### config.mk
export PLATFORM = sky130hd
export DESIGN_NAME = div_unit
export DESIGN_NICKNAME = d
export VERILOG_FILES = /design/src/rtl/div_unit.sv
export SDC_FILE = /design/constraint.sdc
export NUM_CORES = 1
export LEC_CHECK = 0
export ABC_AREA = 1
export BUFFER_PORTS_ARGS = -buffer_cell sky130_fd_sc_hd__buf_2
export CORE_MARGIN = 3
export CORE_UTILIZATION = 30
export DETAILED_ROUTE_END_ITERATION = 8
export PLACE_DENSITY_LB_ADDON = 0.12
export SLEW_MARGIN = 20
export SYNTH_ARGS = -nofsm -noshare
export SYNTH_HDL_FRONTEND = slang
export SYNTH_SLANG_ARGS = --single-unit
### constraint.sdc
create_clock -name clk -period 4.05 [get_ports clk]
set_input_delay 0.405 -clock clk [delete_from_list [all_inputs] [get_ports clk]]
set_output_delay 0.405 -clock clk [all_outputs]
set_load 0.03 [all_outputs]
### src/rtl/div_unit.sv
// -----------------------------------------------------------------------------
// div_unit -- iterative 32-bit integer divider for the RV32M DIV/DIVU/REM/REMU
// instructions.
//
// A request is accepted in IDLE when start_i is high and flush_i is low. The
// operands, the operation and the destination register are captured at that
// edge.
//   * Divide-by-zero and signed overflow (0x80000000 / -1) finish at once: the
//     unit goes straight to DONE.
//   * Every other request runs 32 restoring shift-subtract iterations in CALC
//     on unsigned magnitudes. It then spends one cycle in DONE, where the
//     register-file write is presented.
//
// Ports
//   clk          in   1   clock, rising edge
//   rst_n        in   1   synchronous active-low reset
//   start_i      in   1   request a divide (looked at only in IDLE)
//   op_i         in   2   funct3[1:0]: 00 DIV, 01 DIVU, 10 REM, 11 REMU
//   dividend_i   in  32   rs1 operand
//   divisor_i    in  32   rs2 operand
//   rd_addr_i    in   5   destination register
//   flush_i      in   1   kill the operation in flight
//   busy_o       out  1   unit is in CALC or DONE
//   stall_o      out  1   pipeline hold request
//   rd_we_o      out  1   register-file write enable (one-cycle pulse)
//   rd_waddr_o   out  5   register-file write address
//   rd_data_o    out 32   quotient or remainder
// -----------------------------------------------------------------------------
module div_unit (
    input  logic        clk,
    input  logic        rst_n,
    input  logic        start_i,
    input  logic [1:0]  op_i,
    input  logic [31:0] dividend_i,
    input  logic [31:0] divisor_i,
    input  logic [4:0]  rd_addr_i,
    input  logic        flush_i,
    output logic        busy_o,
    output logic        stall_o,
    output logic        rd_we_o,
    output logic [4:0]  rd_waddr_o,
    output logic [31:0] rd_data_o
);

    typedef enum logic [1:0] {
        ST_IDLE = 2'b00,
        ST_CALC = 2'b01,
        ST_DONE = 2'b10
    } state_t;

    state_t      state_q,     state_d;
    logic [4:0]  cnt_q,       cnt_d;
    logic [31:0] rem_q,       rem_d;        // partial remainder
    logic [31:0] quo_q,       quo_d;        // dividend bits shift out, quotient bits shift in
    logic [31:0] dvs_q,       dvs_d;        // divisor magnitude
    logic        op_rem_q,    op_rem_d;     // 1: the result is the remainder
    logic        neg_quo_q,   neg_quo_d;
    logic        neg_rem_q,   neg_rem_d;
    logic [4:0]  rd_addr_q,   rd_addr_d;
    logic        rd_we_q,     rd_we_d;
    logic [4:0]  rd_waddr_q,  rd_waddr_d;
    logic [31:0] rd_data_q,   rd_data_d;

    // Decode of the incoming request.
    logic        is_signed_s;
    logic        dvd_neg_s;
    logic        dvs_neg_s;
    logic [31:0] dvd_mag_s;
    logic [31:0] dvs_mag_s;
    logic        div_zero_s;
    logic        ovf_s;
    logic        special_s;
    logic [31:0] special_res_s;
    logic        accept_s;

    // One restoring iteration, plus the signed final result.
    logic [32:0] shift_s;
    logic        ge_s;
    logic [31:0] rem_sub_s;
    logic [31:0] rem_nx_s;
    logic [31:0] quo_nx_s;
    logic [31:0] quo_fin_s;
    logic [31:0] rem_fin_s;

    // Two's-complement negation, used to turn signed operands into magnitudes
    // and to restore the sign of the results.
    function automatic logic [31:0] neg32(input logic [31:0] v);
        return 32'd0 - v;
    endfunction

    // Classify the request: operand signs and magnitudes, and the two cases
    // that finish without iterating.
    always_comb begin
        is_signed_s = ~op_i[0];
        dvd_neg_s   = is_signed_s & dividend_i[31];
        dvs_neg_s   = is_signed_s & divisor_i[31];
        dvd_mag_s   = dvd_neg_s ? neg32(dividend_i) : dividend_i;
        dvs_mag_s   = dvs_neg_s ? neg32(divisor_i)  : divisor_i;
        div_zero_s  = (divisor_i == 32'h0000_0000);
        ovf_s       = is_signed_s & (dividend_i == 32'h8000_0000)
                                  & (divisor_i  == 32'hFFFF_FFFF);
        special_s   = div_zero_s | ovf_s;
        if (op_i[1]) begin
            special_res_s = div_zero_s ? dividend_i : 32'h0000_0000;
        end else begin
            special_res_s = div_zero_s ? 32'hFFFF_FFFF : 32'h8000_0000;
        end
        accept_s = (state_q == ST_IDLE) & start_i & ~flush_i;
    end

    // Restoring step: shift in the next dividend bit and subtract the divisor
    // when it fits. Because rem_q < dvs_q, any difference that is kept is
    // below dvs_q, so a 32-bit wrapping subtraction gives it exactly.
    always_comb begin
        shift_s   = {rem_q, quo_q[31]};
        ge_s      = (shift_s >= {1'b0, dvs_q});
        rem_sub_s = shift_s[31:0] - dvs_q;
        rem_nx_s  = ge_s ? rem_sub_s : shift_s[31:0];
        quo_nx_s  = {quo_q[30:0], ge_s};
        quo_fin_s = neg_quo_q ? neg32(quo_nx_s) : quo_nx_s;
        rem_fin_s = neg_rem_q ? neg32(rem_nx_s) : rem_nx_s;
    end

    // Next-state and next-output logic of the IDLE/CALC/DONE controller.
    always_comb begin
        state_d    = state_q;
        cnt_d      = cnt_q;
        rem_d      = rem_q;
        quo_d      = quo_q;
        dvs_d      = dvs_q;
        op_rem_d   = op_rem_q;
        neg_quo_d  = neg_quo_q;
        neg_rem_d  = neg_rem_q;
        rd_addr_d  = rd_addr_q;
        rd_we_d    = 1'b0;
        rd_waddr_d = rd_waddr_q;
        rd_data_d  = rd_data_q;
        case (state_q)
            ST_IDLE: begin
                if (accept_s) begin
                    cnt_d     = 5'd0;
                    rem_d     = 32'h0000_0000;
                    quo_d     = dvd_mag_s;
                    dvs_d     = dvs_mag_s;
                    op_rem_d  = op_i[1];
                    neg_quo_d = dvd_neg_s ^ dvs_neg_s;
                    neg_rem_d = dvd_neg_s;
                    rd_addr_d = rd_addr_i;
                    if (special_s) begin
                        state_d    = ST_DONE;
                        rd_data_d  = special_res_s;
                        rd_waddr_d = rd_addr_i;
                        rd_we_d    = (rd_addr_i != 5'd0);
                    end else begin
                        state_d = ST_CALC;
                    end
                end else begin
                    state_d = ST_IDLE;
                end
            end
            ST_CALC: begin
                if (flush_i) begin
                    state_d = ST_IDLE;
                end else begin
                    rem_d = rem_nx_s;
                    quo_d = quo_nx_s;
                    cnt_d = cnt_q + 5'd1;
                    // A count of 31 means this edge does the 32nd iteration.
                    if (cnt_q == 5'd31) begin
                        state_d    = ST_DONE;
                        rd_data_d  = op_rem_q ? rem_fin_s : quo_fin_s;
                        rd_waddr_d = rd_addr_q;
                        rd_we_d    = (rd_addr_q != 5'd0);
                    end else begin
                        state_d = ST_CALC;
                    end
                end
            end
            ST_DONE: begin
                state_d = ST_IDLE;
            end
            default: begin
                state_d = ST_IDLE;
            end
        endcase
    end

    // All state and output registers; reset is synchronous and takes priority.
    always_ff @(posedge clk) begin
        if (!rst_n) begin
            state_q    <= ST_IDLE;
            cnt_q      <= 5'd0;
            rem_q      <= 32'h0000_0000;
            quo_q      <= 32'h0000_0000;
            dvs_q      <= 32'h0000_0000;
            op_rem_q   <= 1'b0;
            neg_quo_q  <= 1'b0;
            neg_rem_q  <= 1'b0;
            rd_addr_q  <= 5'd0;
            rd_we_q    <= 1'b0;
            rd_waddr_q <= 5'd0;
            rd_data_q  <= 32'h0000_0000;
        end else begin
            state_q    <= state_d;
            cnt_q      <= cnt_d;
            rem_q      <= rem_d;
            quo_q      <= quo_d;
            dvs_q      <= dvs_d;
            op_rem_q   <= op_rem_d;
            neg_quo_q  <= neg_quo_d;
            neg_rem_q  <= neg_rem_d;
            rd_addr_q  <= rd_addr_d;
            rd_we_q    <= rd_we_d;
            rd_waddr_q <= rd_waddr_d;
            rd_data_q  <= rd_data_d;
        end
    end

    // The write pulse is killed by a same-cycle flush. All status outputs are
    // held low while reset is asserted, even before the first reset edge.
    always_comb begin
        busy_o     = rst_n & (state_q != ST_IDLE);
        stall_o    = rst_n & ((state_q == ST_CALC) | (accept_s & ~special_s));
        rd_we_o    = rst_n & rd_we_q & ~flush_i;
        rd_waddr_o = rd_waddr_q;
        rd_data_o  = rd_data_q;
    end

endmodule
; ---- Word level (Yosys, flattened, before mapping)
; Cells that the tools add are included.
[totals]
reg_bits = 149
inputBits = 75
word_cells = 91
[classes]
n_addsub = 6
order_cmp = 1
eq_ne = 8
muxes = 38
bitwise_logic = 17
n_reduce_logical = 9
[ops]
columns = op, n
row1 = 32-bit two-way mux, 16
row2 = 32-bit one-hot mux with 2 select lines, 3
row3 = "1-bit by 32-bit subtractor with 32-bit output, first input constant", 4
row4 = "32-bit equality test, second input constant", 2
row5 = 33-bit by 32-bit greater-or-equal comparator with 1-bit output, 1
row6 = 32-bit zero test, 1
row7 = 32-bit subtractor, 1
row8 = 31-bit two-way mux, 1
row9 = 5-bit two-way mux, 6
row10 = 5-bit one-hot mux with 2 select lines, 2
row11 = 1-bit AND, 11
row12 = 5-bit nonzero test, 2
row13 = 2-bit two-way mux, 4
row14 = "2-bit != test, second input constant", 4
row15 = "5-bit by 1-bit adder with 5-bit output, second input constant", 1
row16 = "5-bit equality test, second input constant", 1
row17 = 5-bit AND reduction, 1
row18 = 1-bit two-way mux, 4
row19 = 2-bit one-hot mux with 2 select lines, 1
row20 = 2-bit nonzero test, 2
row21 = 1-bit inverter, 3
row22 = 3-bit AND reduction, 1
row23 = "2-bit by 1-bit equality test with 1-bit output, second input constant", 1
row24 = 2-bit zero test, 1
row25 = other kinds (4), 5

; ---- Logic depth before layout (Yosys ltp)
; Gate-level depths: netlist of run 1.
[logic_depth]
ltp_word = 8
mapped_depth = 30
ltp_nobuf = 29

; ---- Worst setup path before layout of run 1
; Ideal clock, no wire load.
[synth_timing]
path_kind = register to register
start = register dvs_q[23]
end = register rd_data_q[28], in the netlist rd_data_o[28]
setup_ns = 0.131
t_arrival_ns = 3.474
slack_ns = 0.446
stages_incl_launch_ff = 29
synth_period_minus_slack_ns = 3.604
path_cell_list = dfxtp_1 inv_1 ha_1 nand2_1 inv_1 a21oi_1 nand2_1 nand2_1 nand2_1 nor2_4 nand2_8 inv_2 buf_4 ha_1 nand3_1 nor3_1 nand3_1 nor2_1 nand3_1 inv_1 nand2_1 nor4_1 a21oi_1 o21ai_0 a21oi_1 nor2_1 nand2_1 nand2_1 a21oi_2
[synth_via]
elab_chain_cells = 8
word_cells_on_any_way = 11
classes_between = add/sub (3) / order compare (1) / mux (7)
[synth_lines]
columns = item, line_no
row1 = start: declaration, 55  ; logic [31:0] dvs_q, dvs_d;
row2 = start signal: assignment, 208  ; dvs_q <= dvs_d;
row3 = 32-bit subtractor / 33-bit by 32-bit greater-or-equal comparator with 1-bit output (equally long branches), "117, 116"
row4 = 32-bit two-way mux, 118  ; rem_nx_s = ge_s ? rem_sub_s : shift_s[31:0];
row5 = 1-bit by 32-bit subtractor with 32-bit output, 88  ; return 32'd0 - v;
row6 = 32-bit two-way mux, 121  ; rem_fin_s = neg_rem_q ? neg32(rem_nx_s) : rem_nx_s;
row7 = 32-bit two-way mux (*), 171  ; rd_data_d = op_rem_q ? rem_fin_s : quo_fin_s;
row8 = 32-bit two-way mux (*), 169  ; if (cnt_q == 5'd31) begin
row9 = 32-bit two-way mux (*), 162  ; if (flush_i) begin
row10 = 32-bit one-hot mux with 2 select lines (*), 138  ; case (state_q)
row11 = end signal: assignment, 215  ; rd_data_q <= rd_data_d;
row12 = end: declaration, 62  ; logic [31:0] rd_data_q, rd_data_d;
; Every way passes the cells marked *; elsewhere a longest branch is shown, timed or not. The select of a mux whose other input is x is not followed.
; A chain may end at the register's enable or synchronous reset.

; ---- Final worst setup path of run 1
[layout_timing]
start = register dvs_q[17]
end = register rd_data_q[28], in the netlist rd_data_o[28]
; Same word-level chain as after synthesis.

==> Flow_metrics.wiki, run 1 <==
{| class="wikitable"
! Metric !! Value
|-
| Fin. Hold Viols || 0
|-
| Static Leak || around 7.0 nW
|-
| CP max FO || 3
|-
| Hold-fix buffers at CTS || 0
|-
| Initial antenna violation count || 1
|-
| WS Path Type || flop to flop
|-
| Avg Synthesized Cell Area || 5.89 um2
|-
| Share of final-layout standard cells stronger than drive strength 1 || between 10% and 20%
|-
| Endpoint of the most critical register-to-register path || rd_data_o[28]
|-
| Width of the die || ~210 um
|-
| Slew of the pin with the lowest slew margin || roughly 1.1 ns
|-
| Detailed-route wire length per cell || just under 20 um
|-
| Number of cells on the worst hold path || 3
|-
| Cell Int Power || slightly below 3 mW
|-
| Sequential element share of the synthesized area || approximately 23%
|-
| Synthesized cell area || 12800 um2
|-
| I/O pin count || 115
|-
| Final cycle utilization of the critical path || 93.1%
|-
| Relative contribution of the clock network to total power || 35.6%
|-
| Number of maximum-capacitance constraint violations || 0
|-
| Synth warn || 0
|-
| Main flop type after synthesis || dfxtp_1
|-
| Remaining routing DRC violations || 0
|-
| Non-filler cells, final || around 2.8k
|-
| Buffers inserted during post-CTS setup optimization || 0
|-
| Power per cell area || around 310 nW/um2
|-
| Via count of the first global-routing pass || ~14k
|-
| Antenna violation net count after detailed routing || 0
|-
| Flop pwr share || 33.9%
|-
| Area enclosed by the die boundary || between 40000 and 50000 um2
|-
| FF+latch count, synth || 149
|-
| IO buf count || between 100 and 150
|-
| Required time at the worst-slack endpoint || between 4 and 5 ns
|-
| Most frequent cell after synthesis || nand2_1
|-
| TritonCTS clock tree || yes
|-
| Switching power || roughly 1.8 mW
|-
| Top cell types by occurrence after synthesis || 615 x nand2_1, 252 x inv_1, 206 x a21oi_1, 197 x nor2_1, 149 x dfxtp_1
|-
| Final Util || 35.3%
|-
| Effective utilization at floorplan || 30.5%
|-
| Area share of the leading cell type in the synthesized netlist || about 23%
|-
| GR Util All Layers || about a quarter
|-
| Clock latency on the worst-skew pair || 0.46 ns
|-
| Post-route minimum period || 3.77 ns
|-
| Aggregate global routing overflow || 0
|-
| HPWL after detailed placement || 42200 um
|-
| Weighted congestion reported at the end of routability-driven placement || 0.954
|-
| Post-synth net total || 2295
|-
| P&R area growth vs syn || 15.8%
|-
| Worst hold slack || ~0.23 ns
|-
| Switch share || a little under two fifths
|-
| Startpoint Class || flop
|-
| Worst Clk Skew || 0.0129 ns
|-
| Worst setup margin || about 0.28 ns
|-
| Y dimension of the die || approximately 210 um
|-
| Sinks on Clock Net || between 100 and 150
|-
| Arrival time worst endpoint || between 4 and 5 ns
|-
| Pre-CTS worst setup slack || between 0.1 and 0.15 ns
|-
| Tightest Hold Check Type || primary input to flop
|-
| TritonCTS buffer count || 17
|-
| Detailed Routing Iterations Pass 1 || 6
|-
| Power share of the combinational group || a little under a third
|-
| N_diodes || 0
|-
| Cell count after placement || 2797
|-
| Status || finished clean
|-
| Core area || about 42000 um2
|-
| Vias post-DR || 14.8k
|-
| Worst setup slack for register-to-register paths || between 0.2 and 0.3 ns
|-
| Total power || roughly 4.7 mW
|-
| Pin count of the biggest net entering global routing || just under 90
|-
| Root buffer cell || clkbuf_16
|-
| Kind of end point of the critical path || flop
|-
| Maximum ir drop on the vdd rail || roughly 0.33 mV
|-
| H-tree levels || 4
|-
| Number of DRC markers in iteration 0 || roughly 1.4k
|-
| Final #Nets || around 2.4k
|-
| Total setup violations reported at the end of the flow || 0
|-
| Max Buffers Root-to-Sink || 2
|-
| Origin of the critical flop-to-flop path || dvs_q[17]
|-
| Hold path endpoint || rd_waddr_o[2]
|-
| Final Max Slew Viols || 0
|-
| Min-Delay Startpoint || rd_addr_i[2]
|-
| Number of cells produced by synthesis || around 2.2k
|-
| Normalized max-slew margin || between 20% and 30%
|-
| Most area-consuming cells after synthesis || dfxtp_1 23%, nand2_1 18%, a21oi_1 8.0%, inv_1 7.4%, nor2_1 5.8%
|-
| Clock slew at reported path FFs || about 0.070 ns
|-
| Maximum achievable frequency || about 270 MHz
|-
| Routed via count divided by cell count || 5.24
|-
| Number of placement rows || 75
|-
| Wire length of the first global-routing pass || roughly 84000 um
|-
| Synth area leader || dfxtp_1
|-
| Number of enable flip-flop cells after synthesis || 0
|-
| Detailed Route WL || about 55000 um
|-
| Share of synthesized flip-flops with an asynchronous set or reset || 0%
|-
| Worst Reg-to-Reg Cells || 27
|-
| Unique cell type count in the Yosys netlist || 54
|}
[logic make-up (layout without fill, tap and decap cells)]
kind of cell,after synthesis,after routing,share of synthesized area (%)
AND/OR/NAND/NOR,1138,1138,39.2
AO/OA/AOI/OAI,448,448,19.4
buffers and inverters,356,466,10.9
flip-flops,149,149,23.2
XOR/XNOR,49,49,3.34
adder cells (fa/ha/maj),40,40,3.96
[layout by cell type, fill, tap and decap left out, types with 10 or more instances in the layout]
cell / instances
inv_1: 249
buf_2: 114
clkbuf_16: 17
o21ai_0: 143
xnor2_1: 22
a31oi_1: 15
nor2_2: 17
nand2_1: 612
buf_4: 53
o221ai_1: 22
nor2_1: 191
o211ai_1: 21
nand4_1: 26
ha_1: 28
nor3_1: 49
nor2_4: 10
nand2_2: 33
nand3_2: 19
a21oi_1: 203
inv_2: 13
nand3_1: 138
dfxtp_1: 149
xor2_1: 27
[registers in the layout, summed over array words and instances (netlist names)]
signal and count:
cnt_q 5, dvs_q 32, neg_quo_q 1, neg_rem_q 1, op_rem_q 1, quo_q 32, rd_addr_q 5, rd_data_o 32
rd_waddr_o 5, rd_we_q 1, rem_q 32, state_q 2
[final cells by class]
class	count	area, um2
clock buffer	22	494
clock inverter	10	96.3
fill	4710	27300
inverter	264	992
multi-input combinational	1675	8610
sequential	149	2980
tap	539	674
timing repair buffer	170	1010
[layer usage]
metal | vias up | global-route usage (%) | wire, um
li1 | 7337 | - | -
met2 | 508 | 35.5 | 22900
met1 | 6924 | 36.1 | 26800
met5 | - | 0 | 12
met4 | 2 | 6.49 | 1170
met3 | 55 | 4.14 | 3690
[per-stage QoR]
step                setup TNS (ns)  area, um2
global placement                 0      14100
floorplan                        0      12800
CTS                              0      14700
global route               -0.0240      14900
finish                           0      14900
detailed placement               0      14100
[what timing repair did]
| action | in CTS | in global routing |
|---|---|---|
| gates resized for setup | 0 | 35 |
| setup endpoints to repair | 0 | 19 |
| endpoints found under the hold margin | 0 | 0 |
[power by group through the flow]
stage | Combinational, mW | Sequential (mW) | Clock, mW
CTS | 1.38 | 1.57 | 1.68
global placement | 1.38 | 1.61 | 0
global route | 1.58 | 1.58 | 1.73
floorplan | 0.922 | 1.58 | 0
detailed placement | 1.38 | 1.61 | 0
finish | 1.42 | 1.58 | 1.66
[critical path, cell delays in order, from the launching register on]
cell	delay, ns
dfxtp_1	0.34
inv_1	0.11
ha_1	0.34
nand2_1	0.17
nor2_2	0.08
nand2_1	0.10
nor2_2	0.06
nand2_2	0.09
nor2_4	0.04
nor2_4	0.18
nand2_8	0.07
inv_2	0.08
ha_2	0.21
nand3_2	0.13
nor3_4	0.21
nand3_2	0.12
nor2_2	0.12
nand3_1	0.11
inv_1	0.09
nand2_1	0.10
nor4_2	0.21
a21oi_1	0.13
o21ai_0	0.18
a21oi_1	0.07
nor2_1	0.10
nand2_1	0.07
nand2_1	0.07
a21oi_2	0.05
[worst max-delay path by stage]
stage / start / endpoint / slack, ns / cells past startpoint
after floorplan: dvs_q[23] / rd_data_o[28] / 0.45 / 28
after global placement: dvs_q[10] / rd_data_o[22] / 0.13 / 21
after detailed placement: dvs_q[7] / rd_data_o[28] / 0.12 / 27
after CTS: dvs_q[7] / rd_data_o[20] / 0.08 / 24
after global routing: rem_q[5] / rd_data_o[30] / -0.02 / 26
final: dvs_q[17] / rd_data_o[28] / 0.28 / 27
Note: power is estimated with default switching activity, not from simulation.
==> run 2, diff against run 1 <==
==> constraint.sdc (replaced) <==
create_clock -name clk -period 3.35 [get_ports clk]
set_input_delay 0.335 -clock clk [delete_from_list [all_inputs] [get_ports clk]]
set_output_delay 0.335 -clock clk [all_outputs]
set_load 0.03 [all_outputs]
==> run 2 against run 1 <==
The run now ends with setup timing left. Die area unchanged. Register-to-register slack worse by 0.36 ns. Worst setup slack lost 0.36 ns. Critical endpoint is now rd_data_o[30]. Critical path type unchanged. Clock power up 27%. Wire length increased by 3.5%. Final cell count is 9.5% higher. Via count grew 5.7%. Total power is 36% higher. Sequential share of layout area shrank 3.3 points. Largest power group is now combinational logic.
==> Flow_metrics.wiki, run 2 (same netlist as run 1, synthesis figures left out) <==
{| class="wikitable"
! Metric !! Value
|-
| Status || finished with violations (was finished clean)
|-
| Failing checks || setup timing
|-
| H-tree levels || 4 (unchanged)
|-
| Slew of the pin with the lowest slew margin || 0.975 ns (was 1.06 ns)
|-
| Remaining routing DRC violations || 0 (unchanged)
|-
| Wire length of the first global-routing pass || 85400 um (was 83800 um)
|-
| N_diodes || 0 (unchanged)
|-
| Aggregate global routing overflow || 0 (unchanged)
|-
| Width of the die || 213 um (unchanged)
|-
| CP max FO || 5 (was 3)
|-
| GR Util All Layers || 24.6% (was 24.1%)
|-
| Kind of end point of the critical path || flop (unchanged)
|-
| Arrival time worst endpoint || 3.75 ns (was 4.07 ns)
|-
| Min-Delay Startpoint || rd_addr_i[4] (was rd_addr_i[2])
|-
| Clock latency on the worst-skew pair || 0.47 ns (was 0.46 ns)
|-
| Worst Clk Skew || 0.0141 ns (was 0.0129 ns)
|-
| Number of placement rows || 75 (unchanged)
|-
| Origin of the critical flop-to-flop path || dvs_q[24] (was dvs_q[17])
|-
| Fin. Hold Viols || 0 (unchanged)
|-
| Weighted congestion reported at the end of routability-driven placement || 0.904 (was 0.954)
|-
| Cell count after placement || 3032 (was 2797)
|-
| Core area || 42100 um2 (unchanged)
|-
| I/O pin count || 115 (unchanged)
|-
| Commonest cells after routing, fill and taps aside || 560 x nand2_1, 312 x buf_4, 223 x inv_1, 194 x a21oi_1, 173 x nor2_1 (was 612 x nand2_1, 249 x inv_1, 203 x a21oi_1, 191 x nor2_1, 149 x dfxtp_1)
|-
| WS Path Type || flop to flop (unchanged)
|-
| P&R area growth vs syn || 40.7% (was 15.8%)
|-
| Tightest Hold Check Type || primary input to flop (unchanged)
|-
| TritonCTS buffer count || 17 (unchanged)
|-
| Routed via count divided by cell count || 5.06 (was 5.24)
|-
| HPWL after detailed placement || 44000 um (was 42200 um)
|-
| Setup repair after global routing missed its margin || yes
|-
| Initial antenna violation count || 1 (unchanged)
|-
| Worst Reg-to-Reg Cells || 28 (was 27)
|-
| Clock slew at reported path FFs || 0.06 ns (was 0.07 ns)
|-
| Sinks on Clock Net || 149 (unchanged)
|-
| Worst setup margin || -0.0814 ns (was 0.278 ns)
|-
| Final cycle utilization of the critical path || 102% (was 93.1%)
|-
| Vias post-DR || 15.7k (was 14.8k)
|-
| Detailed Routing Iterations Pass 1 || 6 (unchanged)
|-
| Root buffer cell || clkbuf_16 (unchanged)
|-
| Y dimension of the die || 213 um (unchanged)
|-
| Filler cell count || 4543 (was 4710)
|-
| Detailed Route WL || 56500 um (was 54600 um)
|-
| Final Util || 42.9% (was 35.3%)
|-
| Total setup violations reported at the end of the flow || 9 (was 0)
|-
| Worst setup slack for register-to-register paths || -0.08 ns (was 0.28 ns)
|-
| Cell at the slowest stage of the critical path || dfxtp_2 (was dfxtp_1)
|-
| Number of cells on the worst hold path || 3 (unchanged)
|-
| Most common cell after layout, fill and taps aside || nand2_1 (unchanged)
|-
| Hold path endpoint || rd_addr_q[4] (was rd_waddr_o[2])
|-
| Area enclosed by the die boundary || 45300 um2 (unchanged)
|-
| Effective utilization at floorplan || 30.5% (unchanged)
|-
| Share of final-layout standard cells stronger than drive strength 1 || 31.2% (was 14.6%)
|-
| CP peak stage delay || 0.32 ns (was 0.34 ns)
|-
| Endpoint of the most critical register-to-register path || rd_data_o[30] (was rd_data_o[28])
|-
| Number of maximum-capacitance constraint violations || 0 (unchanged)
|-
| Pin count of the biggest net entering global routing || 81 (was 89)
|-
| Final #Nets || 2660 (was 2392)
|-
| Post-route minimum period || 3.43 ns (was 3.77 ns)
|-
| Required time at the worst-slack endpoint || 3.67 ns (was 4.35 ns)
|-
| Power per cell area || 350 nW/um2 (was 313 nW/um2)
|-
| Total power || 6.31 mW (was 4.66 mW)
|-
| Antenna violation net count after detailed routing || 0 (unchanged)
|-
| Worst path bufs/invs || 6 (was 3)
|-
| Non-filler cells, final || 3097 (was 2829)
|-
| Startpoint Class || flop (unchanged)
|-
| Cell family contributing the most delay on the critical path || simple AND/OR/NAND/NOR gates (unchanged)
|-
| TritonCTS clock tree || yes (unchanged)
|-
| IO buf count || 114 (unchanged)
|-
| Final Max Slew Viols || 0 (unchanged)
|-
| Detailed-route wire length per cell || 18.2 um (was 19.3 um)
|-
| Normalized max-slew margin || 34.9% (was 29.0%)
|-
| Number of DRC markers in iteration 0 || 1120 (was 1407)
|-
| Max Buffers Root-to-Sink || 2 (unchanged)
|-
| Maximum achievable frequency || 291 MHz (was 265 MHz)
|-
| Maximum ir drop on the vdd rail || 0.339 mV (was 0.329 mV)
|-
| Via count of the first global-routing pass || 14.5k (was 13.7k)
|-
| Static Leak || 8.63 nW (was 7.05 nW)
|}
-- run 2: layout make-up --
class / count / area [um2] / area share [%]
clock buffers: 21 / 470 / 2.61
clock inverters: 11 / 148 / 0.818
inverters: 264 / 1000 / 5.55
multi-input cells: 1675 / 9610 / 53.2
flip-flops and latches: 149 / 3030 / 16.8
well taps: 539 / 674 / 3.73
repair buffers: 438 / 3130 / 17.3
-- run 2: worst max-delay path by stage --
stage          slack (ns)       from       endpoint  cells past startpoint
2_1_floorplan       0.004   rem_q[9]  rd_data_o[28]                     27
3_3_place_gp        -0.42  dvs_q[25]  rd_data_o[28]                     27
3_5_place_dp        -0.44  dvs_q[27]  rd_data_o[28]                     27
4_1_cts             -0.02  dvs_q[21]  rd_data_o[28]                     27
5_1_grt             -0.33  dvs_q[16]  rd_data_o[24]                     28
6_report            -0.08  dvs_q[24]  rd_data_o[30]                     28
-- run 2: where the power goes --
group	switching, mW	total, mW	internal [mW]
Clock	0.879	2.11	1.23
Combinational	1.36	2.29	0.930
Sequential	0.0760	1.91	1.84
-- run 2: layer usage --
| layer | part of all wire, % | wire [um] | GRT usage [%] |
|---|---|---|---|
| met3 | 5.5 | 3130 | 3.75 |
| met1 | 49 | 27900 | 36.4 |
| met4 | 2.4 | 1350 | 7.66 |
| met2 | 43 | 24100 | 36.6 |
| met5 | 0 | 0 | 0 |
-- run 2: worst min-delay path: stages --
cell and delay, ns:
buf_2 0.10, o21ai_0 0.08, nor2_1 0.07
-- run 2: timing repair --
item | 4_1_cts | 5_1_grt
gates resized for setup | 62 | 197
setup endpoints to repair | 28 | 28
cloned | 0 | 2
hold buffers | 0 | 0
pin swaps | 14 | 67
setup buffers | 6 | 26
-- run 2: metrics by stage --
stage	instance area (um2)	hold WS (ns)	TNS [ns]	setup slack (ns)
CTS	17100	0.134	-0.0604	-0.0205
finish	18100	0.157	-0.289	-0.0814
detailed placement	16300	0.454	-6.42	-0.436
global route	18100	0.163	-4.19	-0.333
floorplan	13200	0.443	0	0.00376
global placement	16300	0.452	-6.49	-0.418
